### src/rtl/mips_op_codes_defines.sv
// Shared encodings for the multicycle MIPS control unit: opcodes, FSM states
// and the datapath select fields.
package mips_op_codes_defines;

  localparam logic [5:0] OP_RTYPE = 6'b000000;
  localparam logic [5:0] OP_J     = 6'b000010;
  localparam logic [5:0] OP_JAL   = 6'b000011;
  localparam logic [5:0] OP_BEQ   = 6'b000100;
  localparam logic [5:0] OP_BNE   = 6'b000101;
  localparam logic [5:0] OP_ADDI  = 6'b001000;
  localparam logic [5:0] OP_ANDI  = 6'b001100;
  localparam logic [5:0] OP_ORI   = 6'b001101;
  localparam logic [5:0] OP_LW    = 6'b100011;
  localparam logic [5:0] OP_SW    = 6'b101011;

  typedef enum logic [3:0] {
    S_FETCH     = 4'd0,
    S_DECODE    = 4'd1,
    S_MEM_ADDR  = 4'd2,
    S_MEM_READ  = 4'd3,
    S_MEM_WB    = 4'd4,
    S_MEM_WRITE = 4'd5,
    S_R_EXEC    = 4'd6,
    S_ALU_WB    = 4'd7,
    S_I_EXEC    = 4'd8,
    S_I_WB      = 4'd9,
    S_BRANCH    = 4'd10,
    S_JUMP      = 4'd11,
    S_JAL_LINK  = 4'd12
  } state_t;

  localparam logic [1:0] ALU_ADD   = 2'b00;
  localparam logic [1:0] ALU_SUB   = 2'b01;
  localparam logic [1:0] ALU_FUNCT = 2'b10;
  localparam logic [1:0] ALU_LOGIC = 2'b11;

  localparam logic [2:0] SRCB_B        = 3'b000;
  localparam logic [2:0] SRCB_FOUR     = 3'b001;
  localparam logic [2:0] SRCB_SEXT     = 3'b010;
  localparam logic [2:0] SRCB_SEXT_SH2 = 3'b011;
  localparam logic [2:0] SRCB_ZEXT     = 3'b100;

  localparam logic [1:0] PCS_ALU    = 2'b00;
  localparam logic [1:0] PCS_ALUOUT = 2'b01;
  localparam logic [1:0] PCS_JUMP   = 2'b10;

  localparam logic [1:0] RD_RT  = 2'b00;
  localparam logic [1:0] RD_RD  = 2'b01;
  localparam logic [1:0] RD_R31 = 2'b10;

  localparam logic [1:0] M2R_ALUOUT = 2'b00;
  localparam logic [1:0] M2R_MDR    = 2'b01;
  localparam logic [1:0] M2R_PC     = 2'b10;

  // States that hold a memory access open until the wait counter drains.
  function automatic logic is_mem_state(state_t s);
    return (s == S_FETCH) || (s == S_MEM_READ) || (s == S_MEM_WRITE);
  endfunction

endpackage

### src/rtl/mem_wait_counter.sv
// Memory wait counter: reloads to INIT, counts down while a memory access is
// in progress, and flags done when the count has reached zero.
module mem_wait_counter #(
  parameter logic [3:0] INIT = 4'd0
) (
  input  logic clk,
  input  logic rst,
  input  logic load,
  input  logic dec,
  output logic done
);

  logic [3:0] cnt_q, cnt_d;

  // Next count: reload has priority, otherwise saturating decrement.
  always_comb begin
    cnt_d = cnt_q;
    if (load)
      cnt_d = INIT;
    else if (dec && (cnt_q != 4'd0))
      cnt_d = cnt_q - 4'd1;
  end

  // Count register; reset leaves it primed for the first fetch.
  always_ff @(posedge clk) begin
    if (rst) cnt_q <= INIT;
    else     cnt_q <= cnt_d;
  end

  assign done = (cnt_q == 4'd0);

endmodule

### src/rtl/multicycle_control.sv
// Multicycle MIPS control FSM. Outputs are decoded combinationally from the
// current state, the memory wait counter and the opcode.
module multicycle_control
  import mips_op_codes_defines::*;
#(
  parameter int MEM_LATENCY = 0,
  parameter int ENABLE_JAL  = 1,
  parameter int OP_W        = 6
) (
  input  logic            clk,
  input  logic            rst,
  input  logic [OP_W-1:0] op_code,
  output logic            MemRead,
  output logic            MemWrite,
  output logic            IRWrite,
  output logic            RegWrite,
  output logic            PCWrite,
  output logic            PCWriteCond,
  output logic            BranchNE,
  output logic            ALUSrcA,
  output logic            IorD,
  output logic [1:0]      RegDst,
  output logic [1:0]      MemtoReg,
  output logic [1:0]      ALUOp,
  output logic [1:0]      PCSource,
  output logic [2:0]      ALUSrcB,
  output logic            illegal_op,
  output logic [3:0]      state
);

  state_t state_q, state_d;
  logic   sw_q, sw_d;        // LW/SW choice captured in DECODE for MEM_ADDR
  logic   wait_done, wait_dec, op_illegal;

  // The counter only runs while a memory state is still waiting; at every
  // other time it sits at MEM_LATENCY, ready for the next memory state.
  assign wait_dec = is_mem_state(state_q) && !wait_done;

  mem_wait_counter #(.INIT(4'(MEM_LATENCY))) u_wait (
    .clk  (clk),
    .rst  (rst),
    .load (!wait_dec),
    .dec  (wait_dec),
    .done (wait_done)
  );

  // Next-state selection; the opcode is only looked at in DECODE.
  always_comb begin
    state_d    = state_q;
    sw_d       = sw_q;
    op_illegal = 1'b0;
    unique case (state_q)
      S_FETCH:     if (wait_done) state_d = S_DECODE;
      S_DECODE: begin
        state_d = S_FETCH;
        case (op_code)
          OP_W'(OP_LW):    begin state_d = S_MEM_ADDR; sw_d = 1'b0; end
          OP_W'(OP_SW):    begin state_d = S_MEM_ADDR; sw_d = 1'b1; end
          OP_W'(OP_RTYPE): state_d = S_R_EXEC;
          OP_W'(OP_ADDI),
          OP_W'(OP_ANDI),
          OP_W'(OP_ORI):   state_d = S_I_EXEC;
          OP_W'(OP_BEQ),
          OP_W'(OP_BNE):   state_d = S_BRANCH;
          OP_W'(OP_J):     state_d = S_JUMP;
          OP_W'(OP_JAL): begin
            if (ENABLE_JAL != 0) state_d = S_JAL_LINK;
            else                 op_illegal = 1'b1;
          end
          default:         op_illegal = 1'b1;
        endcase
      end
      S_MEM_ADDR:  state_d = sw_q ? S_MEM_WRITE : S_MEM_READ;
      S_MEM_READ:  if (wait_done) state_d = S_MEM_WB;
      S_MEM_WRITE: if (wait_done) state_d = S_FETCH;
      S_R_EXEC:    state_d = S_ALU_WB;
      S_I_EXEC:    state_d = S_I_WB;
      default:     state_d = S_FETCH;
    endcase
  end

  // State registers.
  always_ff @(posedge clk) begin
    if (rst) begin
      state_q <= S_FETCH;
      sw_q    <= 1'b0;
    end else begin
      state_q <= state_d;
      sw_q    <= sw_d;
    end
  end

  // Datapath controls per state; anything not set here stays 0.
  always_comb begin
    MemRead     = 1'b0;
    MemWrite    = 1'b0;
    IRWrite     = 1'b0;
    RegWrite    = 1'b0;
    PCWrite     = 1'b0;
    PCWriteCond = 1'b0;
    BranchNE    = 1'b0;
    ALUSrcA     = 1'b0;
    IorD        = 1'b0;
    RegDst      = RD_RT;
    MemtoReg    = M2R_ALUOUT;
    ALUOp       = ALU_ADD;
    PCSource    = PCS_ALU;
    ALUSrcB     = SRCB_B;
    illegal_op  = op_illegal;
    unique case (state_q)
      S_FETCH: begin
        MemRead = 1'b1;
        ALUSrcB = SRCB_FOUR;
        IRWrite = wait_done;   // latch IR and PC+4 only once memory is ready
        PCWrite = wait_done;
      end
      S_DECODE:    ALUSrcB = SRCB_SEXT_SH2;
      S_MEM_ADDR: begin
        ALUSrcA = 1'b1;
        ALUSrcB = SRCB_SEXT;
      end
      S_MEM_READ: begin
        MemRead = 1'b1;
        IorD    = 1'b1;
      end
      S_MEM_WB: begin
        RegWrite = 1'b1;
        MemtoReg = M2R_MDR;
      end
      S_MEM_WRITE: begin
        MemWrite = 1'b1;
        IorD     = 1'b1;
      end
      S_R_EXEC: begin
        ALUSrcA = 1'b1;
        ALUOp   = ALU_FUNCT;
      end
      S_ALU_WB: begin
        RegWrite = 1'b1;
        RegDst   = RD_RD;
      end
      S_I_EXEC: begin
        ALUSrcA = 1'b1;
        if (op_code == OP_W'(OP_ADDI)) begin
          ALUSrcB = SRCB_SEXT;
        end else begin
          ALUOp   = ALU_LOGIC;
          ALUSrcB = SRCB_ZEXT;
        end
      end
      S_I_WB:      RegWrite = 1'b1;
      S_BRANCH: begin
        ALUSrcA     = 1'b1;
        ALUOp       = ALU_SUB;
        PCSource    = PCS_ALUOUT;
        PCWriteCond = 1'b1;
        BranchNE    = (op_code == OP_W'(OP_BNE));
      end
      S_JUMP: begin
        PCWrite  = 1'b1;
        PCSource = PCS_JUMP;
      end
      S_JAL_LINK: begin
        PCWrite  = 1'b1;
        PCSource = PCS_JUMP;
        RegWrite = 1'b1;
        RegDst   = RD_R31;
        MemtoReg = M2R_PC;
      end
      default: ;
    endcase
  end

  assign state = state_q;

endmodule

### config.mk
export PLATFORM = sky130hd
export DESIGN_NAME = multicycle_control
export DESIGN_NICKNAME = d
export VERILOG_FILES = /design/src/rtl/mips_op_codes_defines.sv /design/src/rtl/mem_wait_counter.sv /design/src/rtl/multicycle_control.sv
export SDC_FILE = /design/constraint.sdc
export NUM_CORES = 1
export LEC_CHECK = 0
export ABC_AREA = 1
export ABC_CLOCK_PERIOD_IN_PS = 1500
export CAP_MARGIN = 10
export CORE_UTILIZATION = 38
export CTS_CLUSTER_SIZE = 20
export DETAILED_ROUTE_END_ITERATION = 10
export PLACE_DENSITY_LB_ADDON = 0.1
export RECOVER_POWER = 25
export SLEW_MARGIN = 20
export SYNTH_ARGS = -nofsm -noshare
export SYNTH_HDL_FRONTEND = slang
export SYNTH_SLANG_ARGS = --single-unit
### constraint.sdc
create_clock -name clk -period 1.5 [get_ports clk]
set_clock_uncertainty 0.2 [all_clocks]
set_input_delay 0.45 -clock clk [delete_from_list [all_inputs] [get_ports clk]]
set_output_delay 0.45 -clock clk [all_outputs]
set_load 0.05 [all_outputs]
==> results of run 1 <==
metrics by stage:
step / cells / utilization / setup TNS [ns] / setup slack, ns / hold slack [ns]
detailed placement: 232 / 0.932 / -13.28 / -1.09 / 0.340
global placement: 232 / 0.932 / -10.64 / -0.927 / 0.296
floorplan: 136 / - / -9.77 / -0.762 / 0.224
synthesized netlist by cell type (2+ instances only):
cell	number	area, µm²
dfxtp_1	9	180
nand4_1	2	12.5
inv_1	13	48.8
nand2_1	33	124
o21ai_1	3	15.0
nand2_2	2	12.5
xnor2_1	2	17.5
nor2_1	23	86.3
nand3_1	8	40.0
nor3_1	5	25.0
nor2_2	6	37.5
nor2_4	3	33.8
inv_2	12	45.0
kinds of logic after synthesis:
logic type / count (synthesis) / share of synthesized area
compound gates: 11 / 0.0977
xor+xnor: 2 / 0.0217
fa+ha+maj: 1 / 0.0155
buf+inv: 28 / 0.150
flops: 9 / 0.223
simple gates: 85 / 0.491
==> run summary, run 1 <==
Post-Syn Nets -> 145
die width -> 48.1 µm
Placement Cell Area -> 1850 µm²
Initial Utilization -> 0.407
Synth Flop Type -> dfxtp_1
root buf cell -> clkbuf_4
YS warnings -> 0
Placement Rows -> 16
Synth cell types -> 28
synthesized cell area -> 807 µm²
I/O pin cnt -> 33
Avg Inst Size Synth -> 5.93 µm²
placer congestion estimate -> 0.999
tool error -> [ERROR DPL-0038] Utilization greater than 100%, impossible to legalize
clock sink count -> 9
worst-case clock buffer depth -> 2
Synth async-reset ratio -> 0
cts repair resizes -> 95
Post-Synthesis Cells -> 136
Num CTS Buffers -> 3
Post-DP HPWL -> 3260 µm
sequential element share of the synthesized area -> 0.223
EDFF count, synth -> 0
H-Tree Depth -> 1
status -> did not finish
Failed at -> 4_1_cts
cts hold-fix bufs -> 0
IO Port Bufs -> 32
flops & latches, synth -> 9
Die H -> 48.1 µm
post-CTS setup buffers -> 14
==> run 2: changes to the inputs <==
--- a/config.mk
+++ b/config.mk
@@ -6,12 +6,12 @@
 export NUM_CORES = 1
 export LEC_CHECK = 0
 export ABC_AREA = 1
-export ABC_CLOCK_PERIOD_IN_PS = 1500
+export ABC_CLOCK_PERIOD_IN_PS = 2000
 export CAP_MARGIN = 10
-export CORE_UTILIZATION = 38
-export CTS_CLUSTER_SIZE = 20
+export CORE_AREA = 2 2 63 65
 export DETAILED_ROUTE_END_ITERATION = 10
-export PLACE_DENSITY_LB_ADDON = 0.1
+export DIE_AREA = 0 0 65 67
+export PLACE_DENSITY_LB_ADDON = 0.15
 export RECOVER_POWER = 25
 export SLEW_MARGIN = 20
 export SYNTH_ARGS = -nofsm -noshare
==> constraint.sdc (replaced) <==
create_clock -name clk -period 2 [get_ports clk]
set_clock_uncertainty 0.2 [all_clocks]
set_input_delay 0.6 -clock clk [delete_from_list [all_inputs] [get_ports clk]]
set_output_delay 0.6 -clock clk [all_outputs]
set_load 0.05 [all_outputs]
==> run summary, run 2 <==
Initial Utilization -> 0.224 (-0.183)
grt total ovfl -> 0
Final Power -> 2.51 mW
setup violation total in the final timing report -> 18
Synth cell types -> 28 (unchanged)
IO Port Bufs -> 32 (unchanged)
final hold vios -> 0
clock sink count -> 9 (unchanged)
Post-Synthesis Cells -> 136 (unchanged)
cts hold-fix bufs -> 0 (unchanged)
1st-iter DRT viols -> 17
CTS tree -> built
status -> finished, violations left
fin nets -> 225
measured slew at the worst slew-check pin -> 0.254 ns
Achievable Freq -> 0.429 GHz
Synth Flop Type -> dfxtp_1
synth cell count leaders -> nand2_1, nor2_1, inv_1, inv_2, dfxtp_1
Worst R2R Setup Slack -> 0.36 ns
average wire per standard cell -> 11.6 µm
n_diodes -> 0
antenna viol nets, final -> 0
Avg Inst Size Synth -> 5.93 µm² (unchanged)
wirelength, routed -> 3050 µm
EDFF count, synth -> 0 (unchanged)
layout cells sized above 1 -> 0.744
RSZ-0062 raised after global routing -> true
combinational fraction of design power -> 0.796
H-Tree Depth -> 1 (unchanged)
I/O pin cnt -> 33 (unchanged)
root buf cell -> clkbuf_8
period utilization -> 1.16
LEAKAGE -> 0.999 nW
Worst-Skew Late Latency -> 0.23 ns
WHS -> 0.288 ns
DRT Pass-1 Iters -> 4
via count -> 1,170
GRT Resource Usage Total -> 0.142
minimum clock period -> 2.33 ns
fin worst setup slack -> -0.329 ns
drt via density -> 4.45
Num CTS Buffers -> 3 (unchanged)
initial antenna violation count -> 0
flops & latches, synth -> 9 (unchanged)
max-cap violations -> 0
switching part of the total -> 0.464
CP required -> 1.20 ns
Placed Cells -> 236 (+1.7%)
VDD IR-drop max -> 0.760 mV
most frequent cells in the layout -> buf_4, buf_12, nor2_4, nand2_1, inv_2
core footprint -> 3610 µm²
worst-case clock buffer depth -> 2 (unchanged)
first-pass GRT wire length -> 4790 µm
pin count of the biggest net entering global routing -> 7
count leader, synth -> nand2_1
Die H -> 67 µm (+39%)
YS warnings -> 0 (unchanged)
Critical Path End Type -> primary output
commonest non-fill, non-tap cell in the layout -> buf_4
crit-path max FO -> 5
Power Density -> 1140 nW/µm²
clock power share -> 0.082
Die ar. -> 4360 µm²
Slew Viols, Final -> 0
Synth area leader -> dfxtp_1
Synth async-reset ratio -> 0 (unchanged)
Placement Rows -> 22 (+6)
placer congestion estimate -> 0.832 (-17%)
Post-Syn Nets -> 145 (unchanged)
vias in the first global route -> 1,161
hold crit path type -> reg -> reg
TNS Setup -> -2.62 ns
crit start category -> input port
Critical Path AT -> 1.53 ns
Post-DP HPWL -> 2190 µm (-33%)
synthesized cell area -> 807 µm² (unchanged)
Crit Path Class -> in -> out
Area Growth Syn to Fin -> 171%
Max-slew headroom -> 0.830
fin cells -> 263
clock-pin slew on the worst setup and hold paths -> 0.04 ns
sequential element share of the synthesized area -> 0.223 (unchanged)
DRC Markers -> 0
largest cells by area after synthesis -> dfxtp_1, nand2_1, nor2_1, inv_1, inv_2
die width -> 65 µm (+35%)
Synth top area share -> 0.223 (unchanged)
Int Pwr -> 1.34 mW
failing checks -> setup timing
switching pwr -> 1.16 mW
Seq pwr share -> 0.121
[run 2: cell counts after synthesis]
Identical to the previous run, type by type.
[run 2: cell type report]
class,instances,area [µm²]
Clock buffer,4,45.0
Sequential cell,9,198
Multi-Input combinational cell,99,782
Timing Repair Buffer,77,986
Tap cell,48,60.1
Fill cell,308,1420
Inverter,26,119
[run 2: worst paths after layout]
path	depth (start not counted)	endpoint	start
min reg2reg	2	u_wait.cnt_q[0]	u_wait.cnt_q[0]
min	2	u_wait.cnt_q[0]	u_wait.cnt_q[0]
max reg2reg	10	state[1]	state[3]
max	10	illegal_op	op_code[3]
[run 2: timing repair]
item | in CTS | in global routing
setup buffers | 13 | 10
endpoints found under the setup margin | 16 | 20
gates resized for setup | 71 | 26
cloned | 0 | 0
pin swaps | 23 | 21
[run 2: metal layers]
layer	track usage	up-vias	share of wire
met2	0.294	33	0.60
li1	-	584	-
met1	0.124	545	0.34
met3	0.0439	8	0.049
met5	0	-	0
met4	0.0585	0	0.017
[run 2: power by group through the flow]
stage | combinational, mW | sequential (mW) | clock, mW
final | 1.99 | 0.304 | 0.206
after global routing | 2.11 | 0.312 | 0.223
after CTS | 1.91 | 0.303 | 0.215
after detailed placement | 1.70 | 0.309 | 0
after global placement | 1.68 | 0.305 | 0
after floorplan | 0.965 | 0.348 | 0
[run 2: worst max-delay path: stages]
cell and delay [ns]:
buf_4 0.14, inv_2 0.07, nand2_2 0.06, nor2_4 0.12
nand2_2 0.06, nand2_2 0.08, nor3_2 0.04, nand2_1 0.10
clkinvlp_4 0.11, buf_12 0.15
[run 2: cells by family (layout without fill, tap and decap cells)]
group | count (synthesis) | count (layout) | synth area share
compound gates | 11 | 11 | 0.0977
xor+xnor | 2 | 2 | 0.0217
fa+ha+maj | 1 | 1 | 0.0155
buf+inv | 28 | 107 | 0.150
flops | 9 | 9 | 0.223
simple gates | 85 | 85 | 0.491
[run 2: per-stage QoR]
| step | utilization | cell area (µm²) | setup WS, ns |
|---|---|---|---|
| 4_1_cts | 0.559 | 2010 | -0.322 |
| 5_1_grt | 0.607 | 2190 | -0.421 |
| 3_5_place_dp | 0.483 | 1740 | -0.779 |
| 6_report | 0.607 | 2190 | -0.329 |
| 3_3_place_gp | 0.483 | 1740 | -0.772 |
| 2_1_floorplan | - | 981 | -0.482 |
Note: power is estimated with default switching activity, not from simulation.
==> edit 1: new RTL, config.mk and constraints of run 2 <==
Add an input register stage for `op_code`, with the module's reset; this delays it by one clock.
--- a/src/rtl/multicycle_control.sv
+++ b/src/rtl/multicycle_control.sv
@@ -30,2 +30,12 @@
 
+  logic [OP_W-1:0] op_code_q;
+
+  always_ff @(posedge clk) begin
+    if (rst) begin
+      op_code_q <= '0;
+    end else begin
+      op_code_q <= op_code;
+    end
+  end
+
   state_t state_q, state_d;
@@ -55,3 +65,3 @@
         state_d = S_FETCH;
-        case (op_code)
+        case (op_code_q)
           OP_W'(OP_LW):    begin state_d = S_MEM_ADDR; sw_d = 1'b0; end
@@ -143,3 +153,3 @@
         ALUSrcA = 1'b1;
-        if (op_code == OP_W'(OP_ADDI)) begin
+        if (op_code_q == OP_W'(OP_ADDI)) begin
           ALUSrcB = SRCB_SEXT;
@@ -156,3 +166,3 @@
         PCWriteCond = 1'b1;
-        BranchNE    = (op_code == OP_W'(OP_BNE));
+        BranchNE    = (op_code_q == OP_W'(OP_BNE));
       end
Behaviour: not the same (a bounded check fails within 4 cycles, from zero or initial values and one cycle with rst high).
==> edit 1 against run 2 <==
The flow still finishes with violations (negative setup slack). Setup slack better by 0.13 ns. Power is 26% higher. Sequential cell count is 6 higher. Maximum frequency is 5.9% higher. Via count is 0.77% higher. Sequential share of layout area is 5.8 points higher. Final cell count is 2.3% higher. Routed wire length is 2.2% lower. Clock power is 16% higher. Synthesized area is 15% higher. Sequential power is 53% higher. Cell area is 0.40% lower. Critical endpoint unchanged. Largest power group unchanged. Highest routed layer unchanged.
==> edit 1: results (changes against run 2) <==
first-pass GRT wire length=4910 um (+2.6%); status=finished with violations; Pleak=1.00 nW (+0.49%); antenna violations before repair=0 (unchanged); Met3 Wirelength=150 um (+1.4%); HPWL after detailed placement=2290 um (+4.4%); Yosys cell types=24 (-14%); maximum fanout along the worst path=7 (+2); failing checks=negative setup slack; wire per inst=11.1 um (-4.4%); XOR/XNOR Fraction of Synth Area=1.88% (-0.29 points); fin nets=231 (+2.7%); Worst Path Arrival=1.40 ns (-0.13 ns); Starting DRT DRC Count=34 (+17); post-synthesis compound-gate area fraction=6.06% (-3.7 points); maximum buffer depth of the clock tree=2 (unchanged); post-CTS setup buffer count=8 (-5); adder-cell share of the synthesized area=1.35% (-0.20 points); metal2 WL=1680 um (-7.7%); post-place setup slack=-0.0377 ns (+0.741 ns); Final Worst Setup Slack=-0.199 ns (+0.130 ns); clock slew at reported path FFs=0.05 ns; register area share after synthesis=32.3% (+10 points); largest net degree at the start of global routing=9 (+2); final-report setup violation count=21 (+3); syn nets=161 (+11%); commonest cells in the netlist=35 x nand2_1, 25 x nor2_1, 23 x inv_1; routing usage on met3=3.04% (-1.4 points); asr flop ratio synth=0% (unchanged); Synth Warn #=0 (unchanged); Hold Path Origin=u_wait.cnt_q[0]; vias per cell=4.38 (-1.5%); met2 Resource Use GR=29.0% (-0.39 points); M1 wire length=1100 um (+6.9%); vias in the first global route=1,155 (-0.52%); max reg flops=6; top cells by area, synth=dfxtp_1 32%, nand2_1 14%, nor2_1 10%; global routing usage on met1=14.7% (+2.3 points); post-synth top area cell=dfxtp_1; post-synthesis mux area share=0% (unchanged); Routability Congestion=0.869 (+4.5%); fillers=304 (-1.3%); maximum vdd drop=678 uV (-11%); CP startpoint=state[3]; number of CTS-inserted buffers=3 (unchanged); DR pass1 iterations=4 (unchanged); hold depth=1 (-1); Slew headroom=82.9% (about the same); fraction of layout cells with a size suffix above 1=62.0% (-12 points); slowest stage delay, CP=0.35 ns (+0.20 ns); Slowest-stage cell, CP=dfxtp_4; antenna cells=0 (unchanged); R2R Path Start=state[1]; placed inst area=0.00180 mm^2 (+3.6%); Top delay family on crit path=simple AND/OR/NAND/NOR gates; CTS resizes=39 (-45%); Largest Register=op_code_q; Global Route Usage Sum=14.4% (+0.19 points); Reg2Reg Depth=9 (-1); H-Tree Depth=1 (unchanged)
-- edit 1: power by group --
group | internal [W] | switching [W]
clock | 0.000141 | 0.0000973
sequential | 0.000379 | 0.0000869
combinational | 0.00114 | 0.00131
-- edit 1: metrics by stage --
stage	util [%]	cells	setup TNS [ns]
detailed placement	50.0	250	-0.0620
global route	60.5	269	-3.69
global placement	50.0	250	-0.0216
floorplan	-	152	-2.74
finish	60.5	269	-2.48
CTS	56.3	262	-2.39
-- edit 1: cell type report --
class / count / area share, %
timing repair buffer: 67 / 39.8
multi-input combinational: 105 / 35.0
sequential: 15 / 14.8
inverter: 30 / 5.57
tap: 48 / 2.75
clock buffer: 4 / 2.07
-- edit 1: worst paths after layout --
kind,slack (ns),to
min,0.21,u_wait.cnt_q[0]
min reg2reg,0.21,u_wait.cnt_q[0]
max,-0.20,illegal_op
max reg2reg,0.39,u_wait.cnt_q[2]
==> edit 2: new RTL, config.mk and constraints of run 2 <==
Made on the original files. The parameter `OP_W` goes from 6 to 4.
--- a/src/rtl/multicycle_control.sv
+++ b/src/rtl/multicycle_control.sv
@@ -7,3 +7,3 @@
   parameter int ENABLE_JAL  = 1,
-  parameter int OP_W        = 6
+  parameter int OP_W        = 4
 ) (
Ports: changed (resized op_code); port bits go from 33 to 31. No check against the original RTL was run, so the function may have changed too.
==> edit 2 against run 2 <==
The flow still finishes with violations (negative setup slack). Maximum frequency up 2.6%. Sequential share of layout area rose by 0.19 points. Cell area fell by 3.3%. Critical endpoint is now ALUSrcB[1]. Sequential cell count unchanged. Highest routed layer unchanged. Setup slack improved by 0.059 ns. Critical path type unchanged. Non-clock buffer count increased by 3. Routed wire length fell by 9.7%. Core utilization down 2.0 points. Sequential power shrank 6.6%. Synthesized area decreased by 6.2%. Power is 3.6% higher.
==> edit 2: results (changes against run 2) <==
CP endpoint=ALUSrcB[1]; XOR/XNOR Fraction of Synth Area=2.31% (+0.14 points); commonest cells in the netlist=33 x nand2_1, 23 x nor2_1, 20 x inv_1; Reg power frac=10.9% (-1.2 points); Worst Hold End=sw_q; slowest stage delay, CP=0.36 ns (+0.21 ns); fin nets=217 (-3.6%); Slew headroom=78.4% (-4.6 points); CTS resizes=76 (+7.0%); Hold WS=0.325 ns (+0.0368 ns); Yosys cell types=25 (-11%); HPWL after detailed placement=2030 um (-7.4%); placed inst area=0.00163 mm^2 (-6.2%); Post-Route Setup TNS=-2.23 ns (+0.388 ns); Internal Pwr Total=0.00138 W (+2.7%); Final Worst Setup Slack=-0.270 ns (+0.0592 ns); register area share after synthesis=23.8% (+1.5 points); routing usage on met3=2.03% (-2.4 points); Vias=1,068 (-8.7%); R2R Path Start=state[1]; fraction of layout cells with a size suffix above 1=73.7% (-0.73 points); r2r endpoint=state[0]; failing checks=negative setup slack; top cells by area, synth=dfxtp_1 24%, nand2_1 16%, nor2_1 11%; Hold Path Origin=sw_q; Slowest-stage cell, CP=nor4_4; Starting DRT DRC Count=21 (+4); number of port buffers=30 (-6.3%); Top delay family on crit path=simple AND/OR/NAND/NOR gates; clock network fraction of design power=7.9% (-0.3 points); Reg2Reg Depth=12 (+2); Global Route Usage Sum=12.9% (-1.3 points); adder-cell share of the synthesized area=1.65% (+0.10 points); Routability Congestion=0.778 (-6.5%); wire per inst=10.7 um (-7.6%); CP startpoint=op_code[1]; Pleak=1.02 nW (+2.0%); vias in the first global route=1,071 (-7.8%); maximum fanout along the worst path=3 (-2); status=finished with violations; final-report setup violation count=19 (+1)
edit 2: metal layers:
layer	vias up	part of all wire, %
met4	0	0.29
li1	555	-
met2	22	56
met1	489	39
met5	-	0
met3	2	4.0
edit 2: layout make-up:
type	instances	area, um^2	share of cell area (%)
well taps	48	60.1	2.84
repair buffers	80	962	45.4
clock buffers	4	45.0	2.13
inverters	23	114	5.38
multi-input cells	93	742	35.0
flip-flops and latches	9	195	9.21
edit 2: metrics by stage:
stage,utilization [%],total power [W],instances,setup WS [ns]
after global routing,58.7,0.00274,257,-0.320
final,58.7,0.00260,257,-0.270
after floorplan,-,0.00124,128,-0.391
after global placement,45.3,0.00204,230,-0.665
after CTS,55.0,0.00252,252,-0.274
after detailed placement,45.3,0.00205,230,-0.712
edit 2: tightest hold or removal path: cells and delay by family (launching register included):
family	cells	cell delay, ns
DFF	1	0.35
AOI/OAI and AO/OA	1	0.05
and+or+nand+nor	1	0.09
